`config.mk`:
```
export PLATFORM = sky130hd
export DESIGN_NAME = ofmap_read_controller
export DESIGN_NICKNAME = d
export VERILOG_FILES = /design/src/rtl/tpu_ofmap_pkg.sv /design/src/rtl/ofmap_read_fifo.sv /design/src/rtl/ofmap_read_controller.sv
export SDC_FILE = /design/constraint.sdc
export NUM_CORES = 1
export LEC_CHECK = 0
export ABC_AREA = 1
export CELL_PAD_IN_SITES_DETAIL_PLACEMENT = 1
export CELL_PAD_IN_SITES_GLOBAL_PLACEMENT = 1
export CORE_ASPECT_RATIO = 0.5
export CORE_UTILIZATION = 30
export DETAILED_ROUTE_END_ITERATION = 8
export PLACE_DENSITY = 0.61
export SYNTH_ARGS = -nofsm -noshare
export SYNTH_HDL_FRONTEND = slang
export SYNTH_SLANG_ARGS = --single-unit
```
`constraint.sdc`:
```
create_clock -name clk -period 22.5 [get_ports clk]
set_input_delay 6.75 -clock clk [delete_from_list [all_inputs] [get_ports clk]]
set_output_delay 6.75 -clock clk [all_outputs]
set_load 0.1 [all_outputs]
```
`src/rtl/tpu_ofmap_pkg.sv`:
```
// Shared OFMap buffer definitions: read-controller states, channel-group
// count and the (w, h, cg) -> buffer address layout used by writer and reader.
package tpu_ofmap_pkg;

    typedef enum logic [1:0] {
        IDLE  = 2'd0,
        READ  = 2'd1,
        DRAIN = 2'd2,
        DONE  = 2'd3
    } rd_state_e;

    function automatic int unsigned cg_count(input int unsigned ch, input int unsigned col);
        return ch / col;
    endfunction

    // Width innermost, then height, then channel group.
    function automatic int unsigned ofmap_addr(input int unsigned w, input int unsigned h,
                                               input int unsigned cg, input int unsigned cg_n,
                                               input int unsigned ow);
        return w * cg_n + h * cg_n * ow + cg;
    endfunction

endpackage

```
`src/rtl/ofmap_read_fifo.sv`:
```
// Two-entry skid FIFO holding SRAM read data plus its last-beat tag.
module ofmap_read_fifo #(
    parameter int unsigned WIDTH = 513
) (
    input  logic             clk,
    input  logic             rstn,
    input  logic             push,
    input  logic             pop,
    input  logic [WIDTH-1:0] wdata,
    output logic [WIDTH-1:0] rdata,
    output logic [1:0]       count
);

    logic [WIDTH-1:0] mem [2];
    logic             rd_ptr;
    logic             wr_ptr;

    // Storage is cleared on reset so no stale beat is visible afterwards.
    always_ff @(posedge clk) begin
        if (!rstn) begin
            mem[0] <= '0;
            mem[1] <= '0;
            rd_ptr <= 1'b0;
            wr_ptr <= 1'b0;
            count  <= 2'd0;
        end else begin
            if (push) begin
                mem[wr_ptr] <= wdata;
                wr_ptr      <= ~wr_ptr;
            end
            if (pop) begin
                rd_ptr <= ~rd_ptr;
            end
            count <= count + 2'(push) - 2'(pop);
        end
    end

    assign rdata = mem[rd_ptr];

endmodule

```
`src/rtl/ofmap_read_controller.sv`:
```
// Walks a finished OFMap tile out of the buffer SRAM and streams it over
// valid/ready, absorbing the 1-cycle read latency in a 2-entry skid FIFO.
module ofmap_read_controller
    import tpu_ofmap_pkg::*;
#(
    parameter int unsigned MAC_COL           = 16,
    parameter int unsigned OFMAP_BITWIDTH    = 32,
    parameter int unsigned OFMAP_ADDR_BIT    = 10,
    parameter int unsigned OFMAP_CHANNEL_NUM = 64,
    parameter int unsigned OFMAP_WIDTH       = 14,
    parameter int unsigned OFMAP_HEIGHT      = 14
) (
    input  logic                                clk,
    input  logic                                rstn,
    input  logic                                start_in,
    output logic [OFMAP_ADDR_BIT-1:0]           ofmap_addr_out,
    output logic                                ofmap_read_en_out,
    input  logic [MAC_COL*OFMAP_BITWIDTH-1:0]   ofmap_data_in,
    output logic [MAC_COL*OFMAP_BITWIDTH-1:0]   out_data,
    output logic                                out_valid,
    input  logic                                out_ready,
    output logic                                out_last,
    output logic                                busy_out,
    output logic                                ofmap_read_done_out
);

    localparam int unsigned CG  = cg_count(OFMAP_CHANNEL_NUM, MAC_COL);
    localparam int unsigned N   = OFMAP_WIDTH * OFMAP_HEIGHT * CG;
    localparam int unsigned DW  = MAC_COL * OFMAP_BITWIDTH;
    localparam int unsigned WW  = (OFMAP_WIDTH  > 1) ? $clog2(OFMAP_WIDTH)  : 1;
    localparam int unsigned HW  = (OFMAP_HEIGHT > 1) ? $clog2(OFMAP_HEIGHT) : 1;
    localparam int unsigned CGW = (CG > 1) ? $clog2(CG) : 1;
    localparam logic [WW-1:0]  W_MAX  = WW'(OFMAP_WIDTH - 1);
    localparam logic [HW-1:0]  H_MAX  = HW'(OFMAP_HEIGHT - 1);
    localparam logic [CGW-1:0] CG_MAX = CGW'(CG - 1);

    if (N > (2 ** OFMAP_ADDR_BIT)) begin : g_bad_addr_width
        $error("ofmap_read_controller: tile does not fit in OFMAP_ADDR_BIT address space");
    end
    if ((OFMAP_CHANNEL_NUM % MAC_COL) != 0) begin : g_bad_channel_num
        $error("ofmap_read_controller: OFMAP_CHANNEL_NUM must be a multiple of MAC_COL");
    end

    rd_state_e                 state;
    rd_state_e                 state_nxt;
    logic [WW-1:0]             w_q;
    logic [HW-1:0]             h_q;
    logic [CGW-1:0]            cg_q;
    logic [OFMAP_ADDR_BIT-1:0] addr_q;
    logic [OFMAP_ADDR_BIT-1:0] addr_c;
    logic                      inflight_q;
    logic                      last_tag_q;
    logic                      issue;
    logic                      clear_cnt;
    logic                      final_beat;
    logic                      pop;
    logic [1:0]                fifo_count;
    logic [DW:0]               fifo_rdata;

    assign final_beat = (w_q == W_MAX) && (h_q == H_MAX) && (cg_q == CG_MAX);
    assign addr_c     = OFMAP_ADDR_BIT'(ofmap_addr(32'(w_q), 32'(h_q), 32'(cg_q), CG, OFMAP_WIDTH));
    assign pop        = out_valid & out_ready;

    always_ff @(posedge clk) begin
        if (!rstn) begin
            state <= IDLE;
        end else begin
            state <= state_nxt;
        end
    end

    // Issue only while FIFO occupancy plus the in-flight read leaves room after this cycle's pop.
    always_comb begin
        state_nxt = state;
        issue     = 1'b0;
        clear_cnt = 1'b0;
        case (state)
            IDLE: begin
                if (start_in) begin
                    state_nxt = READ;
                    clear_cnt = 1'b1;
                end
            end
            READ: begin
                issue = (3'(fifo_count) + 3'(inflight_q) - 3'(pop)) < 3'd2;
                if (issue && final_beat) begin
                    state_nxt = DRAIN;
                end
            end
            DRAIN: begin
                if ((fifo_count == 2'(pop)) && !inflight_q) begin
                    state_nxt = DONE;
                end
            end
            DONE: begin
                state_nxt = IDLE;
            end
            default: begin
                state_nxt = IDLE;
            end
        endcase
    end

    // w innermost, then h, then channel group.
    always_ff @(posedge clk) begin
        if (!rstn) begin
            w_q        <= '0;
            h_q        <= '0;
            cg_q       <= '0;
            addr_q     <= '0;
            inflight_q <= 1'b0;
            last_tag_q <= 1'b0;
        end else begin
            inflight_q <= issue;
            last_tag_q <= issue & final_beat;
            if (clear_cnt) begin
                w_q  <= '0;
                h_q  <= '0;
                cg_q <= '0;
            end else if (issue) begin
                addr_q <= addr_c;
                if (w_q != W_MAX) begin
                    w_q <= w_q + WW'(1);
                end else begin
                    w_q <= '0;
                    if (h_q != H_MAX) begin
                        h_q <= h_q + HW'(1);
                    end else begin
                        h_q  <= '0;
                        cg_q <= (cg_q == CG_MAX) ? '0 : cg_q + CGW'(1);
                    end
                end
            end
        end
    end

    ofmap_read_fifo #(
        .WIDTH (DW + 1)
    ) u_fifo (
        .clk   (clk),
        .rstn  (rstn),
        .push  (inflight_q),
        .pop   (pop),
        .wdata ({last_tag_q, ofmap_data_in}),
        .rdata (fifo_rdata),
        .count (fifo_count)
    );

    assign ofmap_read_en_out   = issue;
    assign ofmap_addr_out      = issue ? addr_c : addr_q;
    assign out_valid           = (fifo_count != 2'd0);
    assign out_data            = fifo_rdata[DW-1:0];
    assign out_last            = out_valid & fifo_rdata[DW];
    assign busy_out            = (state != IDLE);
    assign ofmap_read_done_out = (state == DONE);

endmodule

```
-- Yosys cells after proc, flatten, opt, wreduce, memory -nomap -nowiden
Memories as Yosys holds them, arrays and structs flattened. A register that Yosys moved wholly into a read port is not among the register bits.
Index checks and enable logic that the tools add are counted.
- register bits after elaboration: 28
- memories kept: 1
- bits of input ports: 516
- RAM bits: 1026
- output and inout bits: 527
- memory list (name ; depth ; bits a word ; rd ports ; clocked after Yosys merged registers in ; wr ports ; RTL line ; RTL):
    u_fifo.mem ; 2 ; 513 ; 1 ; 1 ; 2 ; ofmap_read_fifo.sv:14 ; logic [WIDTH-1:0] mem [2];
- $lt $le $gt $ge: 1
- add/subtract/negate cells: 9
- bitwise operators: 8
- eq/ne operators: 12
- reduce and logical (&&, ||, !) cells: 13
- multiply operators: 1
- mux-type cells: 20
- operators by type and width (kind ; number):
    $mux 513 ; 1
    $reduce_or 513->1 ; 1
    $mux 1 ; 11
    $add 10x2->10 ; 1
    $add 6x10->10 ; 1
    $mux 10 ; 1
    $add 4x1->4 const B ; 2
    $eq 4x4->1 const B ; 2
    $mux 2 ; 4
    $mux 4 ; 2
    $ne 4x4->1 const B ; 2
    $pmux 2 s4 ; 1
    $mul 4x3->7 const B ; 1
    $eq 2x2->1 const B ; 3
    $ne 2x2->1 const B ; 3
    $reduce_and 3->1 ; 2
    $not 1->1 ; 5
    $logic_and 1x1->1 ; 4
    $reduce_bool 2->1 ; 2
    $add 2x1->3 ; 1
    $and 1x1->1 ; 3
    $lt 3x2->1 const B ; 1
    $sub 3x1->3 ; 1
    $add 2x1->2 ; 1
    other kinds (8) ; 8

-- Depth between registers and ports, before layout
- word-level depth: 7
- mapped depth: 18

-- By module
From an unflattened synthesis, not the netlist that was laid out.
- cells, all modules: 3541
- area total of the unflattened synthesis: 46352.0 µm²
- modules (own cells, without submodules) (module ; cells an instance ; area each (µm²) ; sequential area each (µm²) ; instances):
    ofmap_read_fifo ; 3280 ; 44498.9 ; 30909.6 ; 1
    ofmap_read_controller ; 261 ; 1853.0 ; 480.5 ; 1

-- Worst setup path before layout
Ideal clock, no wire load.
- kind: input-to-reg
- from: input port rstn
- to: memory u_fifo.mem[0][0], enable pin
- slack: 3.038 ns
- stages on the path: 5
- arrival: 15.761 ns
- setup time: 3.701 ns
- cells stage by stage: buf_2 > nand2_1 > buf_2 > buf_1 > nand2_1
- RTL lines (what ; RTL line ; RTL):
    start: declaration ; ofmap_read_controller.sv:14 ; input logic rstn,
    end: declaration ; ofmap_read_fifo.sv:14 ;

-- Final worst setup path
- from: input port out_ready
- to: output port ofmap_addr_out[2]
- word-level cells in the longest chain between the ends: 5
- ends and longest elaborated chain (what ; RTL line ; RTL):
    start: declaration ; ofmap_read_controller.sv:21 ; input logic out_ready,
    $and 1x1->1 ; ofmap_read_controller.sv:62 ; assign pop = out_valid & out_ready;
    via pop ; ofmap_read_controller.sv:56 ; logic pop;
    $sub 3x1->3 ; ofmap_read_controller.sv:85 ; issue = (3'(fifo_count) + 3'(inflight_q) - 3'(pop)) < 3'd2;
    $lt 3x2->1 ; ofmap_read_controller.sv:85 ;
    $mux 1 ; ofmap_read_controller.sv:77 ; case (state)
    $mux 10 ; - ;
    end: declaration ; ofmap_read_controller.sv:16 ; output logic [OFMAP_ADDR_BIT-1:0] ofmap_addr_out,
The timed path passes the listed nets, and every way through them passes these cells.

==> out/results.tsv <==
stage	metric	value	unit
status	status	finished, final reports clean	
yosys	synthArstFlopShare	0	
yosys	synth_fa_ha_area_frac	0.00816	
clock_network	clk_path_buf_depth	3	
detailed_routing	drtIter0Drc	1810	
worst_setup_path	path_common_cell	inv_1	
yosys	synth_xor_area_frac	0.000193	
power_and_ir_drop	powerDensity	125	nW/um^2
timing	rsz0062_at_grt	no	
floorplan	core_area	149000	um^2
final_layout	drive_above_1_share	0.0382	
final_layout	final_cell_area	61100	um^2
place	dp_hpwl	116	mm
clock_network	cts_tree	built	
worst_setup_path	worst-path-max-fanout	10	
detailed_routing	drc_errors	0	
worst_setup_path	cp_top_family	buffers and inverters	
grt	grt_pass1_wl	244	mm
yosys	synth.cell_area	45400	um^2
power_and_ir_drop	leakagePower	26.9	nW
place	dp_worst_setup_slack	5.25	ns
worst_setup_path	crit_chain	clkdlybuf4s50_1 -> nand2_1 -> inv_1 -> ha_1 -> inv_1 -> ha_1 -> inv_1 -> fa_1 -> nand4_2 -> nor2_2 -> inv_1 -> o21ai_2 -> clkdlybuf4s50_1	
clock_network	clock_sinks	1055	
final_layout	fin_util	0.409	
worst_setup_path	start_kind	primary input	
clock_network	cts_root_buf	clkbuf_16	
yosys	synth.top_cells.by_count	nand2_1, nor2_1, edfxtp_1	
yosys	synth_top_family_by_area	simple AND/OR/NAND/NOR gates	
worst_setup_path	timing.rr.start	inflight_q	
place	place_area	57600	um^2
yosys	yosys.area_share.simple	0.225	
grt	grt_max_degree	171	
yosys	synth_top_area_frac	0.679	
yosys	syn_area_per_cell	9.84	um^2
worst_setup_path	r2r_slack	17.39	ns
timing	setup_viol	0	
timing	tns	0	ns
worst_setup_path	crit_buf_inv	6	
yosys	yosysUniqueCellTypes	32	
yosys	syn_inst	4611	
timing	relSlewSlack	0.179	
grt	antenna_found_initial	52	
floorplan	dieArea	153000	um^2
worst_setup_path	timing.rr.end	u_fifo.mem[1][132]	
detailed_routing	antenna_left	0	
yosys	seq_area_frac_synth	0.692	
run	max-cap-violations	0	
final_layout	area_delta_synth_final	34.7	%
yosys	synth_compound_area_frac	0.00494	
worst_setup_path	reg2reg_depth	6	
clock_network	cts_buffers	105	
grt	grt_overflow	0	
clock_network	cts_resized	0	
timing	hold_viol	0	
floorplan	pin_count	1043	
detailed_routing	vias_per_cell	4.53	
place	io_buffers	1042	
timing	fin_crit_sh	0.767	
floorplan	start_util	0.304	
clock_network	ctsHoldBuffers	0	
grt	grt_use_total	0.218	
worst_setup_path	crit_required	15.75	ns
detailed_routing	first_pass_iters	5	
place	dp_cells	7447	
detailed_routing	vias	34800	
yosys	synth_area_leaders	edfxtp_1, nand2_1, nor2_1	
detailed_routing	drt-total-wl	171	mm
timing	timing.final.crit_period	17.25	ns
timing	finalClockSkew	0.0303	ns
yosys	syn-num-nets	5153	
min_path	hold_start	u_fifo.rd_ptr	
timing	worst_pin_slew	1.23	ns
min_path	hp-class	reg2reg	
floorplan	die_w	552	um
yosys	ys_ff_latch	1055	
worst_setup_path	crit_type	in2out	
yosys	muxShareOfSynthArea	0	
yosys	yosysMostFrequentCell	nand2_1	
clock_network	insertion_delay	0.71	ns
clock_network	cts_setup_buffers	0	
floorplan	die_height	277	um
worst_setup_path	critPathSlowestCell	clkdlybuf4s50_1	
clock_network	cts.clk_slew.worst_paths	0.07	ns
yosys	synth_edf_count	1026	
timing	slew_violations	0	
min_path	hold_end	u_fifo.rd_ptr	
grt	grt_pass1_vias	36200	
timing	fmax	0.0580	GHz
place	gp_congestion	0.841	
timing	fin_ws	5.25	ns
yosys	synth_top_area_cell	edfxtp_1	
final_layout	finalNonFillerCells	7688	
yosys	yosys_warnings	0	
clock_network	htree_num_levels	3	
worst_setup_path	arrival	10.50	ns
detailed_routing	post_drt_wl_per_cell	22.2	um
yosys	synth_ff_type	edfxtp_1	
min_path	worst_hold_path.num_cells	1	
power_and_ir_drop	ir_drop	0.0736	mV
worst_setup_path	endpoint_kind	primary output	
worst_setup_path	max_stage_delay	1.19	ns
floorplan	rows	100	
final_layout	nets	6107	
-- state kept, by name, indices dropped and copies added, names as in the netlist, named ones only --
name	flops
addr_q	10
inflight_q	1
w_q	4
state	2
u_fifo.wr_ptr	1
cg_q	2
last_tag_q	1
u_fifo.mem	1026
u_fifo.rd_ptr	1
u_fifo.count	2
h_q	4
-- worst max path at each step --
stage	start	endpoint	slack, ns	cells past startpoint
2_1_floorplan	rstn	u_fifo.mem[0][0]	3.04	5
3_5_place_dp	out_ready	ofmap_addr_out[2]	5.25	13
3_3_place_gp	out_ready	ofmap_addr_out[2]	5.23	13
4_1_cts	out_ready	ofmap_addr_out[2]	5.23	13
6_report	out_ready	ofmap_addr_out[2]	5.25	13
5_1_grt	out_ready	ofmap_addr_out[2]	5.02	13
-- cell families after synthesis --
family	after synthesis
flip-flops	1055
AND/OR/NAND/NOR	2689
buffers and inverters	800
XOR/XNOR	1
AO/OA/AOI/OAI	40
adder cells (fa/ha/maj)	26
-- metrics by stage --
step	total power [mW]	hold WS (ns)
CTS	7.69	0.464
finish	7.61	0.467
global route	7.86	0.489
detailed placement	5.88	0.453
floorplan	4.98	0.426
global placement	5.86	0.440
-- cell usage in the layout (no fill, tap or decap), drive strengths merged, types with 29 or more instances in the layout --
cell | synthesis | routed
buf | 146 | 41
clkbuf | 85 | 127
inv | 568 | 574
diode | 0 | 47
clkinv | 1 | 50
nand2 | 1604 | 1604
clkdlybuf4s50 | 0 | 1037
nor2 | 1060 | 1060
dfxtp | 29 | 29
edfxtp | 1026 | 1026
-- cell type report --
| cell class | instances | area, um^2 |
|---|---|---|
| Inverter | 569 | 2140 |
| Clock buffer | 127 | 2710 |
| Multi-Input combinational cell | 2756 | 10800 |
| Sequential cell | 1055 | 31400 |
| Clock inverter | 67 | 657 |
| Tap cell | 1989 | 2490 |
| Fill cell | 16700 | 88300 |
| Antenna cell | 47 | 118 |
| Timing Repair Buffer | 1078 | 10800 |
-- per-layer routing --
layer,share of wire,vias up,track usage
li1,-,16300,-
met4,0.040,2,0.101
met2,0.53,648,0.395
met5,0.000076,-,0
met1,0.39,17700,0.252
met3,0.035,247,0.0342
-- power by group --
group	leakage, nW	internal [mW]	total (mW)	switching, mW
clock network	1.64	0.978	1.79	0.813
logic	14.4	0.651	3.39	2.74
registers	10.9	2.37	2.43	0.0602
Note: power is estimated with default switching activity, not from simulation.
